**config.mk**
```make
export PLATFORM = sky130hd
export DESIGN_NAME = drv_ad56x3
export DESIGN_NICKNAME = d
export VERILOG_FILES = /design/src/rtl/drv_ad56x3.sv
export SDC_FILE = /design/constraint.sdc
export NUM_CORES = 1
export LEC_CHECK = 0
export ABC_AREA = 0
export CORE_MARGIN = 2
export CORE_UTILIZATION = 45
export CTS_BUF_LIST = sky130_fd_sc_hd__clkbuf_4 sky130_fd_sc_hd__clkbuf_8 sky130_fd_sc_hd__clkbuf_16
export DETAILED_ROUTE_END_ITERATION = 16
export GPL_ROUTABILITY_DRIVEN = 0
export GPL_TIMING_DRIVEN = 1
export PLACE_DENSITY = 0.75
export REMOVE_ABC_BUFFERS = 1
export SLEW_MARGIN = 25
export SYNTH_ARGS = -nofsm -noshare
export SYNTH_HDL_FRONTEND = slang
export SYNTH_SLANG_ARGS = --single-unit
```
**constraint.sdc**
```tcl
create_clock -name clk -period 3.7 [get_ports clk]
set_clock_uncertainty 0.15 [all_clocks]
set_input_delay 0.37 -clock clk [delete_from_list [all_inputs] [get_ports clk]]
set_output_delay 0.37 -clock clk [all_outputs]
set_load 0.03 [all_outputs]
```
**src/rtl/drv_ad56x3.sv**
```systemverilog
// drv_ad56x3: dual-channel serial driver for AD5623/AD5643/AD5663-class DACs.
// Ports: clk, reset (async, active-high), ce strobe, dataA/dataB samples,
//        dacSync (active-low frame select), dacSclk, dacDin (MSB first).
// Each accepted ce sends frame A, a sync-high gap, then frame B.
// Frame B carries the update-all command.
module drv_ad56x3 #(
    parameter string SIGN_A        = "UNSIGNED",
    parameter string SIGN_B        = "UNSIGNED",
    parameter int    DATA_WIDTH    = 16,
    parameter int    SCLK_DIVIDER  = 2,
    parameter int    SYNC_DURATION = 5
) (
    input  logic                  clk,
    input  logic                  reset,
    input  logic                  ce,
    input  logic [DATA_WIDTH-1:0] dataA,
    input  logic [DATA_WIDTH-1:0] dataB,
    output logic                  dacSync,
    output logic                  dacSclk,
    output logic                  dacDin
);

    localparam logic [2:0] COMMAND_WORD_A = 3'b000;
    localparam logic [2:0] ADDRESS_WORD_A = 3'b000;
    localparam logic [2:0] COMMAND_WORD_B = 3'b010;
    localparam logic [2:0] ADDRESS_WORD_B = 3'b001;

    localparam bit SGN_A = (SIGN_A == "SIGNED");
    localparam bit SGN_B = (SIGN_B == "SIGNED");

    localparam int SLOTS_MAX = (SYNC_DURATION > 24) ? SYNC_DURATION : 24;
    localparam int BIT_W     = $clog2(SLOTS_MAX);
    localparam int DIV_W     = (SCLK_DIVIDER > 2) ? $clog2(SCLK_DIVIDER) : 1;

    localparam logic [DIV_W-1:0] DIV_LAST   = DIV_W'(SCLK_DIVIDER - 1);
    localparam logic [DIV_W-1:0] DIV_HALF   = DIV_W'(SCLK_DIVIDER / 2);
    localparam logic [BIT_W-1:0] FRAME_LAST = BIT_W'(23);
    localparam logic [BIT_W-1:0] GAP_LAST   = BIT_W'(SYNC_DURATION - 1);

    typedef enum logic [1:0] {
        S_IDLE,
        S_FRAME_A,
        S_GAP,
        S_FRAME_B
    } state_t;

    state_t r_state;
    state_t w_next;

    logic [DIV_W-1:0]      r_div;
    logic [BIT_W-1:0]      r_bit;
    logic [23:0]           r_shift;
    logic [23:0]           r_hold;
    logic                  r_sync;
    logic                  r_sclk;
    logic                  r_din;

    logic                  w_slot_end;
    logic                  w_frame;
    logic [DATA_WIDTH-1:0] w_offA;
    logic [DATA_WIDTH-1:0] w_offB;
    logic [15:0]           w_d16A;
    logic [15:0]           w_d16B;
    logic [23:0]           w_frameA;
    logic [23:0]           w_frameB;

    // Offset-binary conversion is just an MSB flip; samples are
    // left-justified into the 16-bit data field.
    always_comb begin
        w_offA = dataA;
        w_offB = dataB;
        w_offA[DATA_WIDTH-1] = dataA[DATA_WIDTH-1] ^ SGN_A;
        w_offB[DATA_WIDTH-1] = dataB[DATA_WIDTH-1] ^ SGN_B;
        w_d16A = 16'(w_offA) << (16 - DATA_WIDTH);
        w_d16B = 16'(w_offB) << (16 - DATA_WIDTH);
        w_frameA = {2'b00, COMMAND_WORD_A, ADDRESS_WORD_A, w_d16A};
        w_frameB = {2'b00, COMMAND_WORD_B, ADDRESS_WORD_B, w_d16B};
    end

    always_ff @(posedge clk or posedge reset) begin
        if (reset) begin
            r_state <= S_IDLE;
        end else begin
            r_state <= w_next;
        end
    end

    always_comb begin
        w_next     = r_state;
        w_slot_end = (r_div == DIV_LAST);
        w_frame    = (r_state == S_FRAME_A) || (r_state == S_FRAME_B);
        case (r_state)
            S_IDLE: begin
                if (ce) w_next = S_FRAME_A;
            end
            S_FRAME_A: begin
                if (w_slot_end && r_bit == FRAME_LAST) w_next = S_GAP;
            end
            S_GAP: begin
                if (w_slot_end && r_bit == GAP_LAST) w_next = S_FRAME_B;
            end
            S_FRAME_B: begin
                if (w_slot_end && r_bit == FRAME_LAST) w_next = S_IDLE;
            end
            default: w_next = S_IDLE;
        endcase
    end

    // r_div walks through one bit slot; r_bit counts slots inside a
    // frame or the gap and restarts on every state change.
    always_ff @(posedge clk or posedge reset) begin
        if (reset) begin
            r_div <= '0;
            r_bit <= '0;
        end else if (r_state == S_IDLE || w_next != r_state) begin
            r_div <= '0;
            r_bit <= '0;
        end else if (w_slot_end) begin
            r_div <= '0;
            r_bit <= r_bit + BIT_W'(1);
        end else begin
            r_div <= r_div + DIV_W'(1);
        end
    end

    // Frame B waits in r_hold until the gap ends.
    always_ff @(posedge clk or posedge reset) begin
        if (reset) begin
            r_shift <= '0;
            r_hold  <= '0;
        end else if (r_state == S_IDLE && ce) begin
            r_shift <= w_frameA;
            r_hold  <= w_frameB;
        end else if (r_state == S_GAP && w_next == S_FRAME_B) begin
            r_shift <= r_hold;
        end else if (w_frame && w_slot_end) begin
            r_shift <= {r_shift[22:0], 1'b0};
        end
    end

    // Pins are registered from the current state: they trail the FSM by
    // one cycle, so dacSync falls on the edge after the ce edge.
    always_ff @(posedge clk or posedge reset) begin
        if (reset) begin
            r_sync <= 1'b1;
            r_sclk <= 1'b1;
            r_din  <= 1'b0;
        end else begin
            r_sync <= !w_frame;
            r_sclk <= !w_frame || (r_div < DIV_HALF);
            r_din  <= w_frame && r_shift[23];
        end
    end

    assign dacSync = r_sync;
    assign dacSclk = r_sclk;
    assign dacDin  = r_din;

endmodule

```
* After elaboration in Yosys (flattened, before gate mapping) *
Index checks and enable logic that the tools add are counted.

word-level totals
  logic and storage cells = 43
  bits in registers = 52

cells by class
  equal/unequal tests = 7
  mux-type cells = 12
  order comparisons = 1
  reduce and logical (&&, ||, !) cells = 13
  add/sub/neg operators = 2

operators by type and width
  kind                                                                   count
  24-bit two-way mux                                                     3
  5-bit two-way mux                                                      2
  2-bit two-way mux                                                      4
  2-bit one-hot mux with 4 select lines                                  1
  2-bit equality test, second input constant                             3
  1-bit logical AND                                                      6
  5-bit by 1-bit adder with 5-bit output, second input constant          1
  5-bit by 3-bit equality test with 1-bit output, second input constant  1
  5-bit equality test, second input constant                             1
  1-bit logical OR                                                       3
  3-bit nonzero test                                                     1
  2-bit by 1-bit equality test with 1-bit output, second input constant  1
  2-bit logical NOT                                                      1
  1-bit two-way mux                                                      2
  2-bit inequality test                                                  1
  2-bit nonzero test                                                     1
  1-bit adder, second input constant                                     1
  1-bit logical NOT                                                      1
  1-bit < comparator, second input constant                              1

* Depth between registers and ports, before layout *
Gate-level depths: netlist (run 1).

  word-level depth = 8
  gate-level depth with buffers = 6

* Least setup slack after synthesis (run 1) *
OpenSTA, ideal clock, no wires.

  path kind = register to register
  start = register r_bit[0]
  end = register r_shift[1]
  setup slack = 1.957 ns
  clock period less this slack = 1.743 ns
  data required time = 3.424 ns
  arrival = 1.467 ns
  library setup time = 0.126 ns
  buffers on the path = 1
  stages on the path, launching flop included = 7
  path through = dfrtp_1 > inv_1 > ha_1 > and3b_4 > and3_4 > buf_6 > a221o_1

between the ends
  word-level cells in the longest chain between the ends = 8
  elaborated cells between the ends (all ways) = 13
  classes of those cells = eq/ne (3); mux (6); reduce/logical (4)

RTL lines
  item                                                                                          line          RTL
  start, declared                                                                               51            logic [BIT_W-1:0] r_bit;
  start signal, assigned                                                                        120           r_bit <= r_bit + BIT_W'(1);
  5-bit equality test / 5-bit by 3-bit equality test with 1-bit output (equally long branches)  97, 103, 100
  1-bit logical AND (on tied branches)                                                          97, 103, 100
  2-bit two-way mux (on tied branches)                                                          103, 100, 97
  2-bit one-hot mux with 4 select lines (*)                                                     92            case (r_state)
  2-bit equality test (*)                                                                       134           end else if (r_state == S_GAP && w_next == S_FRAME_B) begin
  1-bit logical AND (*)                                                                         134
  24-bit two-way mux                                                                            134
  24-bit two-way mux                                                                            131           end else if (r_state == S_IDLE && ce) begin
  end signal, assigned                                                                          132           r_shift <= w_frameA;
  end signal, assigned                                                                          135           r_shift <= r_hold;
  end signal, assigned                                                                          137           r_shift <= {r_shift[22:0], 1'b0};
  end, declared                                                                                 52            logic [23:0] r_shift;

Mark *: on every way between the ends. The rest lies on a longest branch, timed or not.
A chain may end at the register's enable or synchronous reset.

* Worst setup path after layout (run 1) *
  start = register r_div
  end = register r_shift[11]

between the ends
  word-level cells in the longest chain between the ends = 7
  elaborated cells between the ends (all ways) = 12
  classes of those cells = eq/ne (1); mux (6); reduce/logical (5)

RTL lines
  item                                   line          RTL
  start, declared                        50            logic [DIV_W-1:0] r_div;
  start signal, assigned                 122           r_div <= r_div + DIV_W'(1);
  1-bit logical AND (on tied branches)   97, 103, 100
  2-bit two-way mux (on tied branches)   103, 100, 97
  2-bit one-hot mux with 4 select lines  92
  2-bit equality test                    134
  1-bit logical AND                      134
  24-bit two-way mux                     134
  24-bit two-way mux                     131

Several ways; a longest one is shown, not always the timed one.

==> metrics.yaml, run 1 <==
grt_pass1_wl_mm: 8.09
power.internal_mw: 1.26
synth_xor_area_share_pct: 1.88
n_antenna_cell: 0
yosys-top-cells-area: "dfrtp_1, nand2_1, a221o_1"
final_area_um2: 2810
finalMaxSlewViolations: 0
pwr-share-clk_pct: 17.7
clk_pin_slew_ns: 0.10
critical_path_class: "reg -> reg"
layout_commonest_cell: "nand2_1"
tightestPinTransition_ns: 0.918
dieWidth_um: 75.9
hold_class: "reg -> reg"
place_inst: 302
yosys.area_share.simple_pct: 16.0
initial_core_util_pct: 46.2
fmax_mhz: 448
worstPathRequired_ns: 3.80
ant_nets: 0
finalHoldViolCount: 0
max_cap_viol_count: 0
drive_gt1_share_pct: 9.17
start_kind: "flip-flop"
portBuffers: 37
cts_buffers: 5
num_rows: 26
setup_tns_ns: 0
outcome: "complete, no violations"
clkLatencyLatePin_ns: 0.31
synth_top_family_by_area: "compound AO/OA/AOI/OAI gates"
dpl_cell_area_um2: 2710
dieArea_um2: 5770
vias: 1659
dp_hpwl_mm: 3.00
clockBufferDepth: 2
finalCritPeriodShare_pct: 60.3
syn_inst: 206
grt_use_total_pct: 17.4
swShare_pct: 35.5
worstPathMaxFanout: 21
seq_power_share_pct: 49.8
netlist_area_um2: 2330
area_growth_pct: 20.5
synth_mux_area_share_pct: 3.01
clock_sinks: 52
combPwrFrac_pct: 32.5
die_h_um: 75.9
area.sequential_um2: 1300
h-tree-depth: 2
synth_cell_types: 36
power_density_nw_per_um2: 694
final_nets: 276
ir_drop_mv: 0.321
cts_tree: "done"
setup-violations-final: 0
synth_top_area_share_pct: 53.7
grt_max_degree: 53
post_cts_buffers: 0
ys_warn_count: 0
arrival_ns: 2.33
layout_common_cells: "nand2_1, dfrtp_1, clkdlybuf4s50_1"
p_leak_nw: 1.27
drt-pass1-iter-count: 4
layout.cells.non_filler: 310
cts_resized: 0
postSynthAreaPerCell_um2: 11.3
rsz0062_at_grt: "no"
period_minus_slack_ns: 2.23
multiInputGateArea_um2: 915
drc: 0
ctsHoldBuffers: 0
synth-seq-area-share_pct: 56.0
synth-adder-area-share_pct: 1.07
ios: 38
drtIter0Drc: 115
slew_headroom_pct: 38.8
core_um2: 5040
antenna_found_initial: 0
wl_per_cell_um: 15.1
avgViaCountPerCell: 5.35
p_sw_uw: 692
grt_pass1_vias: 1681
nFillCells: 449
ys_seq_elements: 52
synth.largest_area_cell: "dfrtp_1"
drt-total-wl_mm: 4.68
endpoint_kind: "flip-flop"
grt.overflow.total: 0
cts_root_buf: "clkbuf_8"
synth-compound-area-share_pct: 17.0
[metrics by stage]
stage / hold slack (ns) / utilization [%] / power, mW / setup slack (ns)
after floorplan: 0.282 / - / 1.41 / 1.22
after global placement: 0.301 / 53.7 / 1.58 / 1.42
after detailed placement: 0.304 / 53.7 / 1.61 / 1.36
after CTS: 0.325 / 55.7 / 1.95 / 1.49
after global routing: 0.362 / 55.7 / 2.08 / 1.33
final: 0.324 / 55.7 / 1.95 / 1.47
[power groups by stage]
stage	Sequential (mW)	Combinational [mW]	Clock, mW
global route	1.00	0.706	0.370
detailed placement	0.976	0.639	0
CTS	0.966	0.641	0.342
floorplan	0.950	0.456	0
global placement	0.967	0.613	0
finish	0.970	0.633	0.344
[metal layers]
| metal | GRT usage (%) | vias to the layer above | share of wire [%] |
|---|---|---|---|
| met5 | 0 | - | 0 |
| met4 | 6.73 | 0 | 2.2 |
| met3 | 2.86 | 10 | 3.2 |
| met2 | 27.7 | 38 | 47 |
| met1 | 24.0 | 810 | 48 |
| li1 | - | 801 | - |
[area by class of cell]
cell class	count	share of cell area (%)
Sequential cell	52	46.5
Multi-Input combinational cell	136	32.6
Timing Repair Buffer	38	13.5
Tap cell	70	3.12
Clock buffer	6	2.94
Inverter	6	0.892
Clock inverter	2	0.535
[worst paths after layout]
kind                                       startpoint                 endpoint  slack [ns]  cells past startpoint
worst max register to register        r_div$_DFF_PP0_  r_shift[11]$_DFFE_PP0P_        1.47                      3
worst min register to register  r_hold[0]$_DFFE_PP0P_    r_hold[0]$_DFFE_PP0P_        0.32                      2
max in group asynchronous                       reset     r_bit[1]$_DFFE_PP0P_        2.64                      2
worst max-delay path                  r_div$_DFF_PP0_  r_shift[11]$_DFFE_PP0P_        1.47                      3
worst min-delay path            r_hold[0]$_DFFE_PP0P_    r_hold[0]$_DFFE_PP0P_        0.32                      2
min in group asynchronous                       reset   r_hold[11]$_DFFE_PP0P_        0.34                      2
[Yosys cell counts (all sizes together)]
library cell / n
a211oi: 7
a221o: 15
a221oi: 1
a22o: 15
a31oi: 2
and2: 2
and3: 1
and3b: 2
buf: 12
dfrtp: 50
dfstp: 2
ha: 2
inv: 6
mux2i: 7
nand2: 54
nand2b: 2
nand3: 2
nand3b: 1
nand4: 2
nand4bb: 1
nor2: 2
nor3: 6
nor3b: 1
o2111ai: 1
o211ai: 1
o21ai: 1
o31ai: 1
or2: 1
or3b: 1
xnor2: 2
xor2: 3
[state kept, by name, indices dropped and copies added (netlist names)]
| register | flops |
|---|---|
| dacDin | 1 |
| dacSclk | 1 |
| dacSync | 1 |
| r_bit | 5 |
| r_div | 1 |
| r_hold | 17 |
| r_shift | 24 |
| r_state | 2 |
[kinds of logic after synthesis]
group                      Yosys count
and+or+nand+nor                     78
DFF                                 52
AOI/OAI and AO/OA                   44
buffers and inverters               18
muxes                                7
xor gates and xnor gates             5
adders and majority gates            2
[worst max-delay path: stages, from the launching register on]
cell	delay [ns]
dfrtp_1	0.49
and2_1	0.51
a211oi_4	0.75
a221o_1	0.27
No activity file was read; power rests on OpenSTA's default activity.
==> run 2, diff against run 1 <==
clock period = 2.2 ns   (was 3.7 ns; I/O delays follow)
==> run 2 against run 1 <==
  * Worst setup slack got worse by 1.1 ns
  * Power increased by 74%
  * Via count is 1.1% higher
  * Flip-flop and latch count unchanged
  * Combinational power rose by 74%
  * Register-to-register slack lost 1.1 ns
  * Count of clock-buffer cells in the layout stayed put
  * Wire length down 0.79%
  * Critical path depth decreased by 2
  * First-iteration DRC count decreased by 16%
==> metrics.yaml, run 2 (synthesis gave the netlist of run 1 again) <==
layout_commonest_cell: "nand2_1"
finalCritPeriodShare_pct: 84.4
cts_tree: "done"
die_h_um: 75.9  # unchanged
drive_gt1_share_pct: 10.7  # +1.5 points
core_um2: 5040  # unchanged
cts_root_buf: "clkbuf_8"
slew_headroom_pct: 68.7  # +30 points
rsz0062_at_grt: "no"
worstPathMaxFanout: 1  # -95%
reg2reg_depth: 5  # +2
p_leak_nw: 1.31  # +3.1%
max_cap_viol_count: 0  # unchanged
cp_top_family: "buffers and inverters"
post-route-util_pct: 56.7  # +1.1 points
max_stage_delay_ns: 0.66  # -0.09 ns
drt-pass1-iter-count: 4  # unchanged
endpoint_kind: "primary output"
antenna_found_initial: 0  # unchanged
grt.overflow.total: 0  # unchanged
ant_nets: 0  # unchanged
dp_hpwl_mm: 3.18  # +5.8%
rrSetupSlack_ns: 0.40  # -1.07 ns
worstPathRequired_ns: 1.83  # -1.97 ns
num_rows: 26  # unchanged
clock_sinks: 52  # unchanged
dieArea_um2: 5770  # unchanged
grt_pass1_wl_mm: 7.97  # -1.5%
fmax_mhz: 538
place_inst: 306  # +1.3%
grt_max_degree: 33  # -38%
grt_use_total_pct: 17.4  # about the same
power_density_nw_per_um2: 1180  # +71%
drtIter0Drc: 97  # -16%
initial_core_util_pct: 46.2  # unchanged
setup-violations-final: 0  # unchanged
clk_pin_slew_ns: 0.09  # about the same
clkLatencyLatePin_ns: 0.30  # about the same
r2r_start: "r_bit[0]$_DFFE_PP0P_"
path_cells: "clkdlybuf4s50_1"
post_cts_buffers: 0  # unchanged
critical_path_class: "reg -> out"
cts_buffers: 5  # unchanged
top_register: "r_shift"
drc: 0  # unchanged
n_antenna_cell: 0  # unchanged
layout_common_cells: "nand2_1, dfrtp_1, clkdlybuf4s50_1"
h-tree-depth: 2  # unchanged
tightestPinTransition_ns: 0.469  # -0.449 ns
path_buf_inv: 1  # +1
area_growth_pct: 22.8
ios: 38  # unchanged
cts_resized: 0  # unchanged
hold_class: "in -> async"
drt-total-wl_mm: 4.65  # -0.79%
top_regs: "r_shift (24), r_hold (17), r_bit (5)"
portBuffers: 37  # unchanged
largest_register_ffs: 24  # unchanged
avgViaCountPerCell: 5.34  # -0.20%
wl_per_cell_um: 14.8  # -2.1%
final_nets: 280  # +1.4%
clockBufferDepth: 2  # unchanged
layout.cells.non_filler: 314  # +1.3%
crit_slowest_cell: "clkdlybuf4s50_1"
ctsHoldBuffers: 0  # unchanged
dieWidth_um: 75.9  # unchanged
ir_drop_mv: 0.622  # +94%
finalHoldViolCount: 0  # unchanged
period_minus_slack_ns: 1.86
reg2reg_to: "r_shift[10]$_DFFE_PP0P_"
outcome: "complete, no violations"
setup_tns_ns: 0  # unchanged
grt_pass1_vias: 1678  # -0.18%
vias: 1677  # +1.1%
finalMaxSlewViolations: 0  # unchanged
start_kind: "flip-flop"
arrival_ns: 1.49  # -0.84 ns
==> run 2: changes by cell type in the layout (fill, tap and decap cells not counted) <==
cell        change
clkinvlp_4      -2
buf_12          +1
bufinv_16       +1
clkbuf_8        -1
buf_4           +3
inv_2           +1
clkinv_2        +1
inv_4           -1
clkbuf_4        +1
==> run 2: per-layer routing <==
metal	vias up	global-route usage, %	part of all wire [%]
met5	-	0	0
met4	0	8.36	2.2
met1	815	24.0	48
met3	8	2.50	3.5
li1	810	-	-
met2	44	27.1	47
==> run 2: area by class of cell <==
type / instances / area [um^2]
flip-flops and latches: 52 / 1300
clock buffers: 6 / 76.3
fillers: 446 / 2180
clock inverters: 2 / 35.0
well taps: 70 / 87.6
repair buffers: 42 / 420
multi-input cells: 136 / 915
inverters: 6 / 22.5
==> run 2: power by group <==
group	leakage [nW]	internal (mW)	total [mW]	switching, mW
sequential	0.666	1.35	1.63	0.281
combinational	0.580	0.539	1.10	0.563
clock	0.0586	0.350	0.656	0.306
==> run 2: how the worst max path moves through the flow <==
stage	startpoint	to	slack [ns]	cells after the start
final	dacSync$_DFF_PP1_	dacSync	0.34	1
after global routing	dacSync$_DFF_PP1_	dacSync	0.31	1
after CTS	dacSync$_DFF_PP1_	dacSync	0.33	1
after detailed placement	ce	r_shift[0]$_DFFE_PP0P_	0.20	4
after global placement	ce	r_shift[0]$_DFFE_PP0P_	0.24	4
after floorplan	r_state[0]$_DFF_PP0_	r_shift[15]$_DFFE_PP0P_	-0.28	3
==> run 2: metrics by stage <==
step	hold slack, ns	worst slack, ns	instance area, um^2	power, mW
5_1_grt	0.154	0.315	2860	3.59
2_1_floorplan	0.175	-0.281	2230	2.36
4_1_cts	0.0989	0.328	2860	3.40
6_report	0.0864	0.343	2860	3.39
3_5_place_dp	0.309	0.196	2750	2.75
3_3_place_gp	0.295	0.236	2750	2.70
==> run 3, diff against run 2 <==
PLACE_DENSITY = 0.78   (was 0.75)
clock period = 1.55 ns   (was 2.2 ns; I/O delays follow)
==> run 3 against run 2 <==
  * Power up 54%
  * Critical endpoint is now r_shift[11]$_DFFE_PP0P_
  * Count of clock-buffer cells in the layout down 1
  * Worst setup slack worse by 0.47 ns
  * The flow now finishes with violations (negative setup slack)
  * Largest power group unchanged
  * Cell count up 9.6%
  * Die area unchanged
  * Design area up 12%
==> metrics.yaml, run 3 (synthesis gave the netlist of run 1 again) <==
portBuffers: 37  # unchanged
top_regs: "r_shift (24), r_hold (17), r_bit (5)"
power.internal_mw: 3.34  # +49%
drtIter0Drc: 138  # +42%
drt-pass1-iter-count: 4  # unchanged
cts_buffers: 5  # unchanged
pwr-share-clk_pct: 15.5  # -3.9 points
ir_drop_mv: 0.908  # +46%
slew_headroom_pct: 77.9  # +9.2 points
outcome: "finished, violations left"
drive_gt1_share_pct: 25.2  # +15 points
ios: 38  # unchanged
dp_hpwl_mm: 3.53  # +11%
drt-total-wl_mm: 5.24  # +13%
dieArea_um2: 5770  # unchanged
power_density_nw_per_um2: 1630  # +38%
p_sw_mw: 1.86  # +62%
p_leak_nw: 1.48  # +13%
layout_common_cells: "nand2_1, dfrtp_1, clkdlybuf4s50_1"
reg2reg_to: "r_shift[11]$_DFFE_PP0P_"
grt_pass1_vias: 1873  # +12%
largest_register_ffs: 24  # unchanged
fmax_mhz: 594
reg2reg_depth: 5  # unchanged
holdPathStages: 3
final_area_um2: 3190  # +12%
hold_class: "in -> reg"
finalCritPeriodShare_pct: 109
place_inst: 329  # +7.5%
dpl_worst_slack_ns: -0.271  # -0.466 ns
tightestPinTransition_ns: 0.331  # -0.138 ns
critical_path_class: "reg -> reg"
rsz0062_at_grt: "yes"
setup_tns_ns: -2.20  # -2.20 ns
initial_core_util_pct: 46.2  # unchanged
grt_pass1_wl_mm: 8.78  # +10%
combPwrFrac_pct: 41.1  # +8.5 points
area_growth_pct: 37.0
period_minus_slack_ns: 1.68
dpl_cell_area_um2: 2930  # +6.7%
met3WireLength_um: 186  # +13%
finalMaxSlewViolations: 0  # unchanged
finalHoldViolCount: 0  # unchanged
whs_ns: 0.203  # +0.117 ns
final_nets: 310  # +11%
endpoint_kind: "flip-flop"
drc: 0  # unchanged
die_h_um: 75.9  # unchanged
hold_start: "dataB[13]"
h-tree-depth: 2  # unchanged
cts_root_buf: "clkbuf_8"
clk_pin_slew_ns: 0.10  # about the same
rrSetupSlack_ns: -0.13  # -0.53 ns
violations: "negative setup slack"
grt_max_degree: 28  # -15%
n_antenna_cell: 0  # unchanged
antenna_found_initial: 0  # unchanged
clkLatencyLatePin_ns: 0.31  # about the same
wl_met1_mm: 2.36  # +6.1%
seq_power_share_pct: 43.4  # -4.7 points
start_kind: "flip-flop"
worstPathRequired_ns: 1.60  # -0.23 ns
top_layer: "met4"
dr_wl_met2_mm: 2.65  # +22%
num_rows: 26  # unchanged
grt_use_total_pct: 19.0  # +1.6 points
layout_commonest_cell: "nand2_1"
swShare_pct: 35.8  # +1.8 points
setup_slack_ns: -0.132  # -0.475 ns
max_cap_viol_count: 0  # unchanged
avgViaCountPerCell: 5.34  # about the same
top_register: "r_shift"
grt.overflow.total: 0  # unchanged
wl_per_cell_um: 15.2  # +3.0%
layout.cells.non_filler: 344  # +9.6%
setup-violations-final: 22  # +22
vias: 1837  # +9.5%
cts_tree: "done"
worstPathMaxFanout: 9  # +8
dieWidth_um: 75.9  # unchanged
clockBufferDepth: 2  # unchanged
r2r_start: "r_bit[0]$_DFFE_PP0P_"
clock_sinks: 52  # unchanged
ant_nets: 0  # unchanged
arrival_ns: 1.73  # +0.24 ns
whs_endpoint: "r_hold[13]$_DFFE_PP0P_"
core_um2: 5040  # unchanged
[run 3: cell type report]
type	instances	area (um^2)
Clock buffer	5	68.8
Tap cell	70	87.6
Fill cell	404	1850
Sequential cell	52	1310
Timing Repair Buffer	71	669
Clock inverter	3	25.0
Multi-Input combinational cell	137	1010
Inverter	6	22.5
[run 3: worst max path at each step]
stage	start	to	slack (ns)
4_1_cts	r_bit[0]$_DFFE_PP0P_	r_shift[10]$_DFFE_PP0P_	-0.13
5_1_grt	r_bit[0]$_DFFE_PP0P_	r_shift[11]$_DFFE_PP0P_	-0.22
3_5_place_dp	ce	r_hold[12]$_DFFE_PP0P_	-0.27
6_report	r_bit[0]$_DFFE_PP0P_	r_shift[11]$_DFFE_PP0P_	-0.13
2_1_floorplan	r_state[0]$_DFF_PP0_	r_shift[15]$_DFFE_PP0P_	-0.93
3_3_place_gp	ce	r_hold[1]$_DFFE_PP0P_	-0.23
[run 3: critical path, stage by stage, from the launching register on]
cell     delay [ns]
dfrtp_1        0.37
inv_1          0.05
ha_2           0.17
and3b_4        0.20
and3_2         0.26
a221o_1        0.38
[run 3: through the flow]
stage	util [%]	total power, mW
floorplan	-	3.36
global placement	58.2	4.12
detailed placement	58.2	4.21
CTS	60.9	5.03
global route	63.3	5.53
finish	63.3	5.20
[run 3: what timing repair did]
item | 4_1_cts | 5_1_grt
buffers inserted | 2 | 4
setup endpoints to repair | 43 | 50
pin swaps | 2 | 10
gates cloned | 1 | 0
gates resized for setup | 7 | 20
hold endpoints to repair | 10 | 0
hold buffers | 1 | 0
[run 3: power groups by stage]
| stage | logic [mW] | clock network [mW] | registers [mW] |
|---|---|---|---|
| 2_1_floorplan | 1.09 | 0 | 2.27 |
| 3_3_place_gp | 1.88 | 0 | 2.24 |
| 3_5_place_dp | 1.95 | 0 | 2.25 |
| 4_1_cts | 1.98 | 0.814 | 2.24 |
| 5_1_grt | 2.35 | 0.863 | 2.31 |
| 6_report | 2.14 | 0.804 | 2.26 |
[run 3: layer usage]
layer / up-vias / GRT usage [%]
li1: 876 / -
met1: 911 / 25.2
met2: 45 / 32.2
met3: 5 / 2.86
met4: 0 / 6.18
met5: - / 0
